==> config.mk <==
export PLATFORM = sky130hd
export DESIGN_NAME = pipe_ctrl
export DESIGN_NICKNAME = d
export VERILOG_FILES = /design/src/rtl/pipe_ctrl.sv
export SDC_FILE = /design/constraint.sdc
export NUM_CORES = 1
export LEC_CHECK = 0
export CORE_MARGIN = 1
export CORE_UTILIZATION = 42
export CTS_BUF_LIST = sky130_fd_sc_hd__clkbuf_16
export DETAILED_ROUTE_END_ITERATION = 10
export HOLD_SLACK_MARGIN = 0.06
export PLACE_DENSITY = 0.76
export SYNTH_ARGS = -nofsm -noshare
export SYNTH_HDL_FRONTEND = slang
export SYNTH_SLANG_ARGS = --single-unit
==> constraint.sdc <==
create_clock -name clk -period 3.65 [get_ports clk]
set_clock_uncertainty 0.1 [all_clocks]
set_input_delay 1.095 -clock clk [delete_from_list [all_inputs] [get_ports clk]]
set_output_delay 1.095 -clock clk [all_outputs]
set_load 0.02 [all_outputs]
==> src/rtl/pipe_ctrl.sv <==
// Purpose : D-stage hazard/stall control plus the multiply/divide busy tracker.
// Latency : stall/flush_DE/md_busy are combinational; md_done, md_state and stall_cnt are registered.
// Backpr. : stall holds PC and F/D while flush_DE bubbles D/E; E/M is never held by this block.
//
// Ports:
//   clk, reset               - single clock; asynchronous active-high reset
//   D_rs/D_rt, *_tuse        - D-stage sources and the cycles until each is needed (3 = unused)
//   D_md                     - D instruction touches the MD unit
//   E_/M_regaddr, _regWrite,
//   E_/M_tnew                - producer destinations and cycles until their results exist
//   E_mdstart, E_mdop        - E instruction launches mult (0) or div (1)
//   stall, flush_DE          - hold front end / inject D/E bubble
//   md_busy, md_done,
//   md_state                 - MD unit occupancy, completion pulse, FSM state
//   stall_cnt                - saturating count of stalled cycles since reset
module pipe_ctrl #(
    parameter int unsigned MULT_CYC = 5,
    parameter int unsigned DIV_CYC  = 10
) (
    input  logic        clk,
    input  logic        reset,
    input  logic [4:0]  D_rs,
    input  logic [4:0]  D_rt,
    input  logic [1:0]  D_rs_tuse,
    input  logic [1:0]  D_rt_tuse,
    input  logic        D_md,
    input  logic [4:0]  E_regaddr,
    input  logic [4:0]  M_regaddr,
    input  logic        E_regWrite,
    input  logic        M_regWrite,
    input  logic [1:0]  E_tnew,
    input  logic [1:0]  M_tnew,
    input  logic        E_mdstart,
    input  logic        E_mdop,
    output logic        stall,
    output logic        flush_DE,
    output logic        md_busy,
    output logic        md_done,
    output logic [1:0]  md_state,
    output logic [31:0] stall_cnt
);

    typedef enum logic [1:0] {
        ST_IDLE = 2'b00,
        ST_MULT = 2'b01,
        ST_DIV  = 2'b10
    } md_state_t;

    md_state_t   state_q, state_d;
    logic [3:0]  md_cnt_q, md_cnt_d;
    logic        md_done_q, md_done_d;
    logic [31:0] stall_cnt_q, stall_cnt_d;

    logic rs_hz, rt_hz, data_stall, md_stall;

    // A source stalls only if a producer will still be computing when the
    // consumer needs the value; register 0 is hardwired and never hazards.
    assign rs_hz = (D_rs != 5'd0) &&
                   (((D_rs == E_regaddr) && E_regWrite && (E_tnew > D_rs_tuse)) ||
                    ((D_rs == M_regaddr) && M_regWrite && (M_tnew > D_rs_tuse)));
    assign rt_hz = (D_rt != 5'd0) &&
                   (((D_rt == E_regaddr) && E_regWrite && (E_tnew > D_rt_tuse)) ||
                    ((D_rt == M_regaddr) && M_regWrite && (M_tnew > D_rt_tuse)));

    assign data_stall = rs_hz | rt_hz;

    // A start seen in IDLE counts as busy already, so an MD instruction
    // sitting in D behind it is held in that same cycle.
    assign md_busy  = (E_mdstart && (state_q == ST_IDLE)) || (state_q != ST_IDLE);
    assign md_stall = D_md & md_busy;

    assign stall     = data_stall | md_stall;
    assign flush_DE  = stall;
    assign md_done   = md_done_q;
    assign md_state  = state_q;
    assign stall_cnt = stall_cnt_q;

    always_comb begin
        state_d   = state_q;
        md_cnt_d  = md_cnt_q;
        md_done_d = 1'b0;
        case (state_q)
            ST_IDLE: begin
                if (E_mdstart) begin
                    state_d  = E_mdop ? ST_DIV : ST_MULT;
                    md_cnt_d = E_mdop ? 4'(DIV_CYC) : 4'(MULT_CYC);
                end
            end
            ST_MULT, ST_DIV: begin
                // Starts arriving while busy are ignored: no reload here.
                if (md_cnt_q == 4'd1) begin
                    state_d   = ST_IDLE;
                    md_cnt_d  = 4'd0;
                    md_done_d = 1'b1;
                end else begin
                    md_cnt_d = md_cnt_q - 4'd1;
                end
            end
            default: begin
                state_d  = ST_IDLE;
                md_cnt_d = 4'd0;
            end
        endcase
    end

    // Simultaneous data and MD stalls are one stalled cycle, hence one count.
    assign stall_cnt_d = (stall && (stall_cnt_q != 32'hFFFF_FFFF)) ? stall_cnt_q + 32'd1
                                                                   : stall_cnt_q;

    always_ff @(posedge clk or posedge reset) begin
        if (reset) begin
            state_q     <= ST_IDLE;
            md_cnt_q    <= 4'd0;
            md_done_q   <= 1'b0;
            stall_cnt_q <= 32'd0;
        end else begin
            state_q     <= state_d;
            md_cnt_q    <= md_cnt_d;
            md_done_q   <= md_done_d;
            stall_cnt_q <= stall_cnt_d;
        end
    end

endmodule

**Word-level counts from Yosys, hierarchy flattened**

Index checks and enable logic that the tools add are counted.

- Logic and storage cells: 54
- Bits in registers: 39

- Magnitude comparators: 4
- Muxes and demuxes: 10
- Reductions and logical operators: 21
- Add/sub/neg operators: 2
- Bitwise gates (word level): 3
- Equal/unequal tests: 10

Operators with widths:

| operator | number |
|---|---|
| $add 32x1->32 const B | 1 |
| $ne 32x32->1 const B | 1 |
| $eq 5x5->1 | 4 |
| $logic_and 1x1->1 | 12 |
| $mux 4 | 3 |
| $reduce_bool 5->1 | 2 |
| $gt 2x2->1 | 4 |
| $pmux 4 s2 | 1 |
| $mux 2 | 3 |
| $eq 4x1->1 const B | 1 |
| $ne 2x2->1 const B | 2 |
| $pmux 2 s2 | 1 |
| $sub 4x1->4 const B | 1 |
| $logic_or 1x1->1 | 3 |
| $eq 2x1->1 const B | 1 |
| $eq 2x2->1 const B | 1 |
| $logic_not 2->1 | 1 |
| $mux 1 | 2 |
| $or 1x1->1 | 2 |
| $reduce_and 2->1 | 1 |
| $reduce_bool 2->1 | 1 |
| $reduce_or 2->1 | 1 |
| $and 1x1->1 | 1 |

**Longest topological paths before layout**

Gate-level depths: netlist of the first run.

- Depth in word-level cells: 8
- Mapped depth: 10
- Gate-level depth less buffers: 9

**Worst setup path before layout of the first run**

Ideal clock, no wire load.

- Path type: input to output
- From: in D_rs_tuse[1]
- To: out stall
- Path slack: -0.180 ns
- Buffers on the path: 2
- Stages: 9
- Arrival: 2.635 ns
- Path through: inv_1 -> ha_1 -> a21boi_0 -> nand4_1 -> nor4_1 -> o22ai_1 -> nand3_1 -> buf_2 -> buf_4

- Cells in the longest elaborated chain, start to end: 6

RTL lines:

| item | RTL line | RTL |
|---|---|---|
| start, declared | 24 | `input logic [1:0] D_rs_tuse,` |
| $gt 2x2->1 (on tied branches) | 59, 60 |  |
| $logic_and 1x1->1 (on tied branches) | 59, 60 |  |
| $logic_or 1x1->1 * | 59 | `(((D_rs == E_regaddr) && E_regWrite && (E_tnew > D_rs_tuse)) \|\|` |
| $logic_and 1x1->1 * | 58 | `assign rs_hz = (D_rs != 5'd0) &&` |
| $or 1x1->1 * | 65 | `assign data_stall = rs_hz \| rt_hz;` |
| $or 1x1->1 * | 72 | `assign stall = data_stall \| md_stall;` |
| end, declared | 35 | `output logic stall,` |

Mark *: on every way between the ends. The rest lies on a longest branch, timed or not.

**Final worst setup path of the first run**

- From: in D_rs[3]
- To: out flush_DE

- Cells in the longest elaborated chain, start to end: 7

RTL lines:

| item | RTL line | RTL |
|---|---|---|
| start, declared | 22 | `input logic [4:0] D_rs,` |
| $eq 5x5->1 (on tied branches) | 59, 60 |  |
| $logic_and 1x1->1 (on tied branches) (2 in a row) | 59, 60 |  |
| $logic_or 1x1->1 | 59 |  |
| $logic_and 1x1->1 * | 58 |  |
| $or 1x1->1 * | 65 |  |
| $or 1x1->1 * | 72 |  |
| end, declared | 36 | `output logic flush_DE,` |

Marked as above.

==> impl_metrics.py, run 1 <==
metrics = {
    "placement": {
        "placed_cells": 393,
        "gp_congestion": 0.826,
        "dp_hpwl_mm": 4.10,
        "io_buffers": 72,
        "placed_area_um2": 3280,
    },
    "setup_path": {
        "arrival_ps": 2420,
        "crit_fanout": 3,
        "worstPathRequired_ps": 2450,
        "timing.rr.end": "stall_cnt[1]$_DFFE_PP0P_",
        "cp-start-kind": "input port",
        "r2r.worst_path.cells": 8,
        "r2r_slack_ps": 1310,
        "endpoint_kind": "output pin",
        "critPathKind": "in2out",
        "r2r-start": "stall_cnt[0]$_DFFE_PP0P_",
    },
    "synthesis": {
        "avgSynthCellArea_um2": 9.90,
        "async_flop_share": 1.00,
        "synthCells": 238,
        "ys.warnings.count": 0,
        "synthFlopType": "dfrtp_1",
        "synth_edf_count": 0,
        "seq_area_frac_synth": 0.414,
        "syn_area_um2": 2360,
        "ys_types": 36,
        "synth_fp_nets": 286,
        "ys_ff_latch": 39,
    },
    "global_route": {
        "antenna_found_initial": 0,
        "grt_pass1_wl_mm": 9.92,
        "grt-ovfl-total": 0,
        "grt_pass1_vias": 2119,
        "track_usage": 0.211,
        "grt_max_degree": 40,
    },
    "drt": {
        "wl_mm": 5.94,
        "routedWlPerCell_um": 14.7,
        "drc": 0,
        "viasPerCell": 5.23,
        "dr.first_iter.drc_count": 79,
        "firstDrtPassIters": 4,
        "vias": 2114,
        "ant_nets": 0,
    },
    "cts": {
        "tritoncts": "built",
        "htree_levels": 2,
        "cts-buffers-inserted": 5,
        "ctsRootBufferMaster": "clkbuf_16",
        "cts_max_path_buffers": 2,
        "path_clk_slew_ps": 60,
        "clock-sinks": 39,
        "clk_latency_ps": 280,
    },
    "timing": {
        "relSlewSlack": 0.662,
        "slew_viol_final": 0,
        "hold_viol_final": 0,
        "period_needed_ps": 3610,
        "worst_pin_slew_ps": 506,
        "whs_ps": 394,
        "fmax_ghz": 0.277,
        "period_share": 0.990,
        "setup_viol_count_final": 0,
    },
    "power": {
        "vdd_ir_drop_max_mv": 0.347,
        "p_per_area_nw_per_um2": 480,
        "leakage_nw": 1.55,
        "power.total_mw": 1.76,
    },
    "cells_and_area": {
        "n_fill_cell": 394,
        "syn2layout_area_growth_pct": 56.0,
        "nets": 381,
        "layoutNonFillerInstCount": 404,
        "drive_gt1_frac": 0.228,
        "design_area_um2": 3680,
        "antenna_cells": 0,
    },
    "run": {
        "cap_violations": 0,
    },
    "die": {
        "io-pin-count": 73,
        "rows": 26,
        "die_y_um": 76.9,
        "start_util": 0.450,
        "design.core.area_um2": 5240,
        "die-area_um2": 5910,
        "dieWidth_um": 76.9,
    },
    "min_path": {
        "hold_depth": 1,
        "hold_class": "reg2reg",
        "hold_end": "stall_cnt[11]$_DFFE_PP0P_",
        "min_from": "stall_cnt[11]$_DFFE_PP0P_",
    },
    "run_status": {
        "status": "finished, final reports clean",
    },
}
[synth_stat cells (all sizes together), types with 4 or more instances]
master	instances	area [µm²]
a21oi	6	33.8
and3	10	62.6
buf	6	43.8
dfrtp	39	976
ha	13	163
inv	15	56.3
nand2	18	67.6
nand3	23	120
nand4	13	81.3
nor2	8	30.0
nor4	4	25.0
o21ai	6	30.0
xnor2	45	394
xor2	6	52.6
[routing by layer]
layer | up-vias | wire length (µm) | track usage
li1 | 1021 | - | -
met1 | 1009 | 2560 | 0.255
met2 | 78 | 2990 | 0.379
met3 | 6 | 341 | 0.0500
met4 | 0 | 48 | 0.0462
met5 | - | 0 | 0
[where the power goes]
| group | switching, mW | internal, mW | leakage (nW) | total, mW |
|---|---|---|---|---|
| Clock | 0.170 | 0.389 | 0.0952 | 0.559 |
| Sequential | 0.0775 | 0.500 | 0.526 | 0.577 |
| Combinational | 0.315 | 0.312 | 0.932 | 0.628 |
[kinds of logic after synthesis]
| group | count (synthesis) | share of synthesized area |
|---|---|---|
| adders and majority gates | 13 | 0.0690 |
| AOI/OAI and AO/OA | 18 | 0.0489 |
| xor gates and xnor gates | 51 | 0.190 |
| buffers and inverters | 21 | 0.0425 |
| DFF | 39 | 0.414 |
| muxes | 4 | 0.0202 |
| and+or+nand+nor | 92 | 0.216 |
[critical path, stage by stage]
cell           delay (ps)
dlygate4sd2_1         290
xnor2_1               150
nand3_1               130
nor4_2                350
o22ai_2               150
nand3_4               120
buf_6                 120
[how the worst max path moves through the flow]
stage / start / end / depth (start not counted)
floorplan: D_rs_tuse[1] / stall / 9
global placement: D_rs_tuse[1] / flush_DE / 9
detailed placement: D_rs_tuse[1] / flush_DE / 9
CTS: M_tnew[0] / flush_DE / 9
global route: D_rs[3] / flush_DE / 7
finish: D_rs[3] / flush_DE / 7
[layout make-up]
type	instances	area (µm²)	share of cell area
multi-input combinational	178	1500	0.409
sequential	39	976	0.265
timing repair buffer	94	865	0.235
clock buffer	5	125	0.0340
tap	70	87.6	0.0238
clock inverter	3	63.8	0.0174
inverter	15	56.3	0.0153
[flip-flops by register name, indices dropped and copies added (netlist names)]
register / cells
md_state: 2
md_cnt_q: 4
md_done: 1
stall_cnt: 32
[stage by stage]
stage	TNS [ps]	worst slack [ps]	util
after global placement	-1740	-876	0.625
after floorplan	0	25.0	-
final	0	37.2	0.702
after detailed placement	-1790	-899	0.625
after global routing	-75.1	-38.6	0.702
after CTS	0	13.9	0.690
[cell usage in the layout (no fill, tap or decap), types with 3 or more instances in the layout]
master	Yosys	layout
inv_2	0	4
a21oi_2	1	3
dfrtp_1	39	39
inv_1	15	12
nand4_1	13	13
ha_4	0	7
xnor2_1	45	43
clkdlybuf4s50_1	0	40
dlygate4sd2_1	0	16
xor2_1	6	4
nand3_2	1	3
nand2_1	18	16
clkdlybuf4s15_1	0	6
and3_1	10	10
a21oi_1	5	3
buf_4	3	20
ha_1	13	6
nor2_1	8	8
buf_2	2	4
clkbuf_16	0	5
buf_6	1	3
o21ai_0	6	6
nand3_1	22	19
[repair_timing]
action	in CTS	in global routing
endpoints found under the setup margin	3	2
resized for setup	87	14
hold buffers	0	0
pin swaps	19	13
setup buffers	2	1
Note: power is estimated with default switching activity, not from simulation.
==> run 2: changes to the inputs <==
- ABC_CLOCK_PERIOD_IN_PS: default -> 3650
- CTS_CLUSTER_DIAMETER: default -> 40
==> results of run 2 <==
No change in the layout: final DEF, timing and power equal those of run 1.
==> edit: new RTL, settings of run 1 <==
Change the parameter `DIV_CYC` from 10 to 5.
--- a/src/rtl/pipe_ctrl.sv
+++ b/src/rtl/pipe_ctrl.sv
@@ -16,5 +16,5 @@
 module pipe_ctrl #(
     parameter int unsigned MULT_CYC = 5,
-    parameter int unsigned DIV_CYC  = 10
+    parameter int unsigned DIV_CYC  = 5
 ) (
     input  logic        clk,
Function: changed (a bounded check fails within 10 cycles, from zero or initial values and one cycle with reset high).
==> edit against run 1 <==
Worst setup slack lost 20 ps; final area grew 1.7%; critical path depth grew 1; final cell count grew 1.5%; sequential cell count is the same; register-to-register slack gained 200 ps; worst hold slack lost 11 ps; routed wire length shrank 3.8%; non-clock buffer count grew 2; power shrank 9.3%; synthesized area grew 2.2%; highest routed layer unchanged.
==> edit: results (changes against run 1) <==
{| class="wikitable"
! Metric !! Value
|-
| Status || completed
|-
| Global-route wire length before repair || 9.446 mm (-4.8%)
|-
| Share of synthesized area occupied by flip-flops and latches || 40.52% (-0.90 points)
|-
| Number of setup buffers added after CTS || 4 (+2)
|-
| Number of global-route vias before repair || 2087 (-1.5%)
|-
| Layout cell share with drive strength beyond 1 || 29.59% (+6.8 points)
|-
| Number of optimization iterations in the first detailed-route pass || 4 (unchanged)
|-
| Most common library cells after synthesis || 39 x sky130_fd_sc_hd__dfrtp_1, 38 x sky130_fd_sc_hd__xnor2_1, 23 x sky130_fd_sc_hd__nand3_1
|-
| Total length of routed wires || 5.712 mm (-3.8%)
|-
| Adder-cell share of the synthesized area || 6.753% (-0.15 points)
|-
| Net Count, Synth || 289 (+1.0%)
|-
| Arrival time at the worst endpoint || 2440 ps (+20 ps)
|-
| Peak ir drop on the vdd network || 0.3463 mV (-0.10%)
|-
| FF-to-FF setup slack || 1510 ps (+200 ps)
|-
| Reg-to-Reg Start || stall_cnt[13]$_DFFE_PP0P_
|-
| HPWL after detailed placement || 4.299 mm (+4.9%)
|-
| Crit path max-delay cell type || sky130_fd_sc_hd__dlygate4sd2_1
|-
| Post-Synth XOR/XNOR Area || 18.91% (-0.050 points)
|-
| Post-synthesis cell type count || 34 (-5.6%)
|-
| Hold_sp || stall_cnt[7]$_DFFE_PP0P_
|-
| Gate family responsible for the most delay along the worst path || buffers and inverters
|-
| Final weighted congestion of routability-driven global placement || 0.8145 (-1.3%)
|-
| Count of plain and timing-repair buffers in the layout || 96 (+2.1%)
|-
| Mapped Avg Cell Area || 9.994 sq um (+0.96%)
|-
| Cell Area, Placed || 3390 sq um (+3.5%)
|-
| Post-route cell area || 3737 sq um (+1.7%)
|-
| Count of placed standard cells in the final layout, fillers left out || 410 (+1.5%)
|-
| Synth Area in Compound Gates || 5.558% (+0.67 points)
|-
| Main synth FF type || sky130_fd_sc_hd__dfrtp_1
|-
| 1st-iter DRT viols || 52 (-34%)
|-
| Leakage component of the power || 1.557 nW (+0.27%)
|-
| End point of the most critical hold path || stall_cnt[7]$_DFFE_PP0P_
|-
| Start point of the critical path || E_regaddr[0]
|-
| Worst reg2reg path endpoint || stall_cnt[9]$_DFFE_PP0P_
|-
| Cells resized by post-CTS repair || 109 (+25%)
|-
| Max_slew headroom || 51.77% (-14 points)
|-
| Final layout net count || 386 (+1.3%)
|-
| Delay of the slowest cell on the worst path || 290 ps (-60 ps)
|-
| Post-placement worst setup slack || -923.4 ps (-24.50 ps)
|-
| Overall global routing resource usage || 19.86% (-1.3 points)
|-
| Placeable core area || 5507 sq um (+5.1%)
|-
| Main area contributors after synthesis || sky130_fd_sc_hd__dfrtp_1 41%, sky130_fd_sc_hd__xnor2_1 14%, sky130_fd_sc_hd__ha_1 6.8%
|-
| Clock network latency to the later pin of the worst-skew pair || 270 ps
|-
| Pin count of the biggest net entering global routing || 23 (-43%)
|-
| Maximum fanout along the worst path || 2 (-1)
|-
| Number of filler cells placed in the layout || 429 (+8.9%)
|-
| #MultiIn Comb || 179 (+0.56%)
|}
## edit: cell types whose count changed after synthesis, moves of 2 or more
cell                       delta
sky130_fd_sc_hd__nor2b_1      -2
sky130_fd_sc_hd__nand2b_1     +2
sky130_fd_sc_hd__xor2_1       +8
sky130_fd_sc_hd__inv_1        +2
sky130_fd_sc_hd__nand4b_1     -2
sky130_fd_sc_hd__buf_4        -2
sky130_fd_sc_hd__nor4_2       +4
sky130_fd_sc_hd__buf_6        +2
sky130_fd_sc_hd__a21boi_1     +2
sky130_fd_sc_hd__xnor2_1      -7
sky130_fd_sc_hd__and2_1       -2
sky130_fd_sc_hd__o22ai_1      +2
## edit: per-stage QoR
| stage | hold slack (ps) | TNS, ps |
|---|---|---|
| 2_1_floorplan | 387.5 | -47.25 |
| 3_3_place_gp | 379.8 | -1815 |
| 3_5_place_dp | 383.9 | -1845 |
| 4_1_cts | 391.3 | -70.37 |
| 5_1_grt | 420.4 | -94.58 |
| 6_report | 383.3 | 0 |
## edit: kinds of logic (layout without fill, tap and decap cells)
| family | count (synthesis) | in the layout |
|---|---|---|
| fa+ha+maj | 13 | 13 |
| simple gates | 93 | 93 |
| mux | 2 | 2 |
| buf+inv | 23 | 120 |
| compound gates | 19 | 19 |
| xor+xnor | 52 | 52 |
| flops | 39 | 39 |
## edit: metal layers
metal,wire [um],GRT usage (%),vias to the layer above
met5,0,0,-
met4,104,7.547,0
met3,197,2.235,11
met2,2846,34.51,63
met1,2564,25.17,982
li1,-,-,1033
## edit: where the power goes
part	switching [mW]	internal [mW]	total (mW)	leakage (nW)
registers	0.0813	0.505	0.586	0.509
logic	0.312	0.302	0.614	0.981
clock network	0.155	0.245	0.400	0.0671
total	0.548	1.05	1.60	1.56
